$ cat config.mk
export PLATFORM = sky130hd
export DESIGN_NAME = serial_xmtr_flat
export DESIGN_NICKNAME = d
export VERILOG_FILES = /design/src/rtl/serial_xmtr_if.sv /design/src/rtl/serial_xmtr.sv /design/src/flat_wrapper.sv
export SDC_FILE = /design/constraint.sdc
export NUM_CORES = 1
export LEC_CHECK = 0
export CAP_MARGIN = 20
export CORE_MARGIN = 2
export CORE_UTILIZATION = 30
export DETAILED_ROUTE_END_ITERATION = 7
export GPL_TIMING_DRIVEN = 0
export PLACE_DENSITY_LB_ADDON = 0.1
export SKIP_LAST_GASP = 1
export SYNTH_ARGS = -nofsm -noshare
export SYNTH_HDL_FRONTEND = slang
export SYNTH_SLANG_ARGS = --single-unit
export TNS_END_PERCENT = 10
$ cat constraint.sdc
create_clock -name clk -period 2.2 [get_ports clk]
set_input_delay 0.44 -clock clk [delete_from_list [all_inputs] [get_ports clk]]
set_output_delay 0.44 -clock clk [all_outputs]
set_load 0.01 [all_outputs]
$ cat src/rtl/serial_xmtr_if.sv
// serial_xmtr_if: byte handshake in, serial frame status out (din/valid/ready, sdata/busy/tx_done)
interface serial_xmtr_if;
  logic [7:0] din;
  logic valid;
  logic ready;
  logic sdata;
  logic busy;
  logic tx_done;
  modport master (output din, valid, input ready, sdata, busy, tx_done);
  modport slave (input din, valid, output ready, sdata, busy, tx_done);
endinterface

$ cat src/rtl/serial_xmtr.sv
// serial_xmtr: double-buffered header-framed serialiser; ports clk, rst_n (async low), bus (din/valid/ready in, sdata/busy/tx_done out)
module serial_xmtr #(
  parameter int HEADER_SIZE = 8,
  parameter logic [HEADER_SIZE-1:0] HEADER_VALUE = 8'hA5,
  parameter int BODY_SIZE = 16,
  parameter logic IDLE_BIT = 1'b0
) (
  input logic clk,
  input logic rst_n,
  serial_xmtr_if.slave bus
);
  localparam int TOT = HEADER_SIZE + BODY_SIZE;
  localparam int NB = BODY_SIZE / 8;
  localparam int CW = $clog2(TOT + 1);
  localparam int NW = $clog2(NB + 1);
  typedef enum logic [1:0] {IDLE, HDR, BODY} state_t;
  state_t state, state_nx;
  logic [BODY_SIZE-1:0] body;
  logic [NW-1:0] cnt;
  logic [TOT-1:0] sh;
  logic [CW-1:0] bc;
  logic full, last, load, accept;
  assign full = cnt == NW'(NB);
  assign last = bc == CW'(TOT - 1);
  // a full buffer is taken when idle or exactly as the last body bit ends (zero gap)
  assign load = full && (state == IDLE || (state == BODY && last));
  assign accept = bus.valid && !full;
  always_comb begin
    state_nx = load ? HDR :
               (state == HDR && bc == CW'(HEADER_SIZE - 1)) ? BODY :
               (state == BODY && last) ? IDLE : state;
  end
  always_ff @(posedge clk or negedge rst_n)
    if (!rst_n) state <= IDLE;
    else state <= state_nx;
  always_ff @(posedge clk or negedge rst_n)
    if (!rst_n) begin
      body <= '0;
      cnt <= '0;
      sh <= '0;
      bc <= '0;
    end else if (load) begin
      sh <= {HEADER_VALUE, body};
      bc <= '0;
      body <= '0;
      cnt <= '0;
    end else begin
      if (state != IDLE) begin
        sh <= sh << 1;
        bc <= bc + 1'b1;
      end
      // bytes shift in from the bottom so the first one ends up most significant
      if (accept) begin
        body <= BODY_SIZE'({body, bus.din});
        cnt <= cnt + 1'b1;
      end
    end
  assign bus.ready = !full;
  assign bus.busy = state != IDLE;
  assign bus.sdata = (state != IDLE) ? sh[TOT-1] : IDLE_BIT;
  assign bus.tx_done = state == BODY && last;
endmodule

$ cat src/flat_wrapper.sv
// flat-port wrapper written by rule: the top's interface ports become plain ports
module serial_xmtr_flat 
#(
  parameter int HEADER_SIZE = 8,
  parameter logic [HEADER_SIZE-1:0] HEADER_VALUE = 8'hA5,
  parameter int BODY_SIZE = 16,
  parameter logic IDLE_BIT = 1'b0
)
  (clk, rst_n, bus_din, bus_valid, bus_ready, bus_sdata, bus_busy, bus_tx_done);
  serial_xmtr_if bus_i ();
  input logic clk;
  input logic rst_n;
  input wire logic [$bits(bus_i.din)-1:0] bus_din;
  input wire logic [$bits(bus_i.valid)-1:0] bus_valid;
  output wire logic [$bits(bus_i.ready)-1:0] bus_ready;
  output wire logic [$bits(bus_i.sdata)-1:0] bus_sdata;
  output wire logic [$bits(bus_i.busy)-1:0] bus_busy;
  output wire logic [$bits(bus_i.tx_done)-1:0] bus_tx_done;
  assign bus_i.din = bus_din;
  assign bus_i.valid = bus_valid;
  assign bus_ready = bus_i.ready;
  assign bus_sdata = bus_i.sdata;
  assign bus_busy = bus_i.busy;
  assign bus_tx_done = bus_i.tx_done;
  serial_xmtr #(.HEADER_SIZE(HEADER_SIZE), .HEADER_VALUE(HEADER_VALUE), .BODY_SIZE(BODY_SIZE), .IDLE_BIT(IDLE_BIT)) u_core (.clk(clk), .rst_n(rst_n), .bus(bus_i));
endmodule
==> results.sh <==
export IMPL_status="complete, no violations"
export IMPL_grt_pass1_vias=1469
export IMPL_dpl_hpwl_mm=3.12
export IMPL_clkLatencyLatePin_ns=0.30
export IMPL_pwr_share_clk_pct=23.2
export IMPL_cts_root_buf="clkbuf_8"
export IMPL_end_kind="output pin"
export IMPL_ys_top_cells_by_count="49 x dfrtp_1, 44 x nand2_1, 24 x a21oi_1"
export IMPL_drt_iter0_drc=222
export IMPL_fin_crit_ns=2.08
export IMPL_cts_sinks=49
export IMPL_worst_slack_ns=0.117
export IMPL_yosys_area_top_type_share_pct=59.5
export IMPL_core_area_mm2=0.00672
export IMPL_grt_first_pass_wirelength_mm=7.86
export IMPL_nNetsFinal=232
export IMPL_clock_path_buffers=2
export IMPL_power_frac_seq_pct=51.1
export IMPL_synth_area_leaders="dfrtp_1 60%, nand2_1 8.0%, a222oi_1 7.3%"
export IMPL_die_w_um=86.9
export IMPL_overflow=0
export IMPL_required_ns=1.76
export IMPL_synth_distinct_cells=28
export IMPL_drc=0
export IMPL_syn_area_per_cell_um2=10.5
export IMPL_grt_start_max_net_pins=35
export IMPL_clkTransAtPathRegs_ns=0.09
export IMPL_drtAntennaViolNets=0
export IMPL_drive_gt1_share_pct=11.8
export IMPL_postRouteWirelength_mm=4.59
export IMPL_power_density_mw_per_mm2=1180
export IMPL_place_area_mm2=0.00231
export IMPL_numCtsBuffers=5
export IMPL_irDropWorstVdd_uv=368
export IMPL_start_util_pct=30.7
export IMPL_fmax_ghz=0.480
export IMPL_tightest_slew_ns=0.641
export IMPL_diodes=0
export IMPL_p_int_uw=1950
export IMPL_ff_latch_area_mm2=0.00123
export IMPL_final_hold_violation_count=0
export IMPL_num_rows=30
export IMPL_p_leak_uw=0.00123
export IMPL_area_growth_syn_to_layout_pct=19.1
export IMPL_final_area_mm2=0.00245
export IMPL_dr_pass1_iters=5
export IMPL_ys_async_sr_fraction_pct=100
export IMPL_r2r_setup_slack_ns=0.24
export IMPL_min_period_over_period_pct=94.7
export IMPL_setup_viol=0
export IMPL_syn_instance_count=197
export IMPL_gp_congestion=0.730
export IMPL_htree_levels=2
export IMPL_yosysSeqAreaShare_pct=59.5
export IMPL_via_count=1505
export IMPL_cap_viol_max_count=0
export IMPL_track_usage_pct=13.6
export IMPL_crit_arrival_ns=1.64
export IMPL_holdBufCountCts=0
export IMPL_slew_headroom_pct=56.9
export IMPL_pre_cts_slack_ns=0.193
export IMPL_finalClockSkew_ns=0.00441
export IMPL_combPwrFrac_pct=25.8
export IMPL_wire_per_inst_um=15.3
export IMPL_pin_count=15
export IMPL_ys_flop_type="dfrtp_1"
export IMPL_ys_ff_latch=49
export IMPL_synth_most_common_cell="dfrtp_1"
export IMPL_antenna_found_initial=0
export IMPL_multiInputGateArea_um2=716
export IMPL_fp_dieH_um=86.9
export IMPL_ys_warn_count=0
export IMPL_ff2ff_path_depth=6
export IMPL_synth_edf_count=0
export IMPL_syn_num_nets=209
export IMPL_fillCellCount=660
export IMPL_finalMaxSlewViolations=0
export IMPL_p_sw_uw=941
export IMPL_vias_per_cell=5.00
export IMPL_swShare_pct=32.6
export IMPL_rsz0062_at_grt="no"
export IMPL_dieArea_mm2=0.00754
export IMPL_path_class="flip-flop to output pin"
export IMPL_critPathLaunchType="flip-flop"
export IMPL_cp_max_fo=10
export IMPL_port_buffers=14
export IMPL_min_path_type="input port to async pin"
export IMPL_synth_top_area_cell="dfrtp_1"
export IMPL_cts_tree="yes"
export IMPL_syn_area_mm2=0.00206
-- per-stage QoR --
stage	total power (uW)	hold slack [ns]	utilization [%]	TNS, ns	std cells
floorplan	1970	0.144	-	0	197
global placement	2240	0.469	34.2	-43.38	291
detailed placement	2240	0.394	34.5	0	292
CTS	2920	0.0590	36.2	-0.0272	300
global route	3120	0.0681	36.5	0	301
finish	2890	0.0577	36.5	0	301
-- sequential cells by signal (all words and copies together) (netlist names) --
| register | flops |
|---|---|
| u_core.bc | 5 |
| u_core.sh | 24 |
| u_core.state | 2 |
| u_core.body | 16 |
| u_core.cnt | 2 |
-- power groups by stage --
| stage | Clock, uW | Combinational [uW] | Sequential (uW) |
|---|---|---|---|
| final | 670 | 744 | 1480 |
| after global placement | 0 | 742 | 1490 |
| after floorplan | 0 | 560 | 1410 |
| after CTS | 686 | 759 | 1470 |
| after detailed placement | 0 | 755 | 1490 |
| after global routing | 739 | 859 | 1520 |
-- critical path: stages, from the launching register on --
cell and delay, ns:
dfrtp_1 0.41, and2b_1 0.20, inv_2 0.17, clkdlybuf4s50_1 0.57
-- repair_timing --
action / CTS / global route
gates resized for setup: 3 / 3
setup buffers: 0 / 1
setup endpoints to repair: 2 / 1
pin swaps: 0 / 1
-- cells by family (layout without fill, tap and decap cells) --
group / Yosys count / in the layout / share of synthesized area [%]
compound gates: 51 / 51 / 18.0
mux: 1 / 1 / 0.486
fa+ha+maj: 1 / 1 / 0.607
xor+xnor: 5 / 5 / 2.13
buf+inv: 29 / 53 / 6.20
flops: 49 / 49 / 59.5
simple gates: 61 / 61 / 13.1
-- cells in the final DEF (no fill, tap or decap) --
master	synthesis	final
clkbuf_1	1	2
o31ai_1	1	1
buf_2	9	9
o31a_1	1	1
a21oi_1	24	24
buf_4	0	1
bufinv_16	0	1
and2_1	2	2
nor3b_1	1	1
a222oi_1	15	15
and2b_1	1	1
nor2_4	0	1
a22o_1	2	2
nand3_1	2	2
nor4_1	1	1
clkbuf_4	0	1
xnor2_1	3	3
clkdlybuf4s50_1	0	11
nand2_1	44	44
dfrtp_1	49	49
dlymetal6s2s_1	0	1
clkbuf_8	0	6
nor2_1	8	7
o21ai_0	2	2
nand2b_1	1	1
o22a_1	4	4
o41ai_1	1	1
a211oi_2	1	1
buf_6	1	1
buf_12	0	1
xor2_1	2	2
dlygate4sd2_1	0	1
inv_1	16	16
inv_2	2	2
ha_2	0	1
mux2i_1	1	1
nand4b_4	1	1
-- cell type report --
| type | instances | area share [%] |
|---|---|---|
| well taps | 80 | 4.08 |
| inverters | 18 | 2.76 |
| flip-flops and latches | 49 | 50.0 |
| repair buffers | 16 | 6.68 |
| clock buffers | 7 | 3.52 |
| clock inverters | 1 | 1.22 |
| multi-input cells | 119 | 29.2 |
| plain buffers | 11 | 2.55 |
-- layer usage --
| layer | up-vias | wire (um) | track usage (%) |
|---|---|---|---|
| met3 | 4 | 174 | 3.22 |
| met1 | 747 | 2250 | 19.7 |
| met2 | 26 | 2110 | 20.0 |
| met5 | - | 0 | 0 |
| met4 | 0 | 54 | 4.69 |
| li1 | 728 | - | - |
-- worst paths after layout --
check,endpoint,startpoint
setup reg to reg,u_core.bc[3]$_DFFE_PN0P_,u_core.bc[0]$_DFFE_PN0P_
hold / removal,u_core.state[0]$_DFFE_PN0P_,rst_n
setup / recovery,bus_ready,u_core.cnt[1]$_DFFE_PN0P_
min in group clk,u_core.cnt[0]$_DFFE_PN0P_,u_core.cnt[0]$_DFFE_PN0P_
hold reg to reg,u_core.cnt[0]$_DFFE_PN0P_,u_core.cnt[0]$_DFFE_PN0P_
max in group asynchronous,u_core.body[0]$_DFFE_PN0P_,rst_n
No activity file was read; power rests on OpenSTA's default activity.
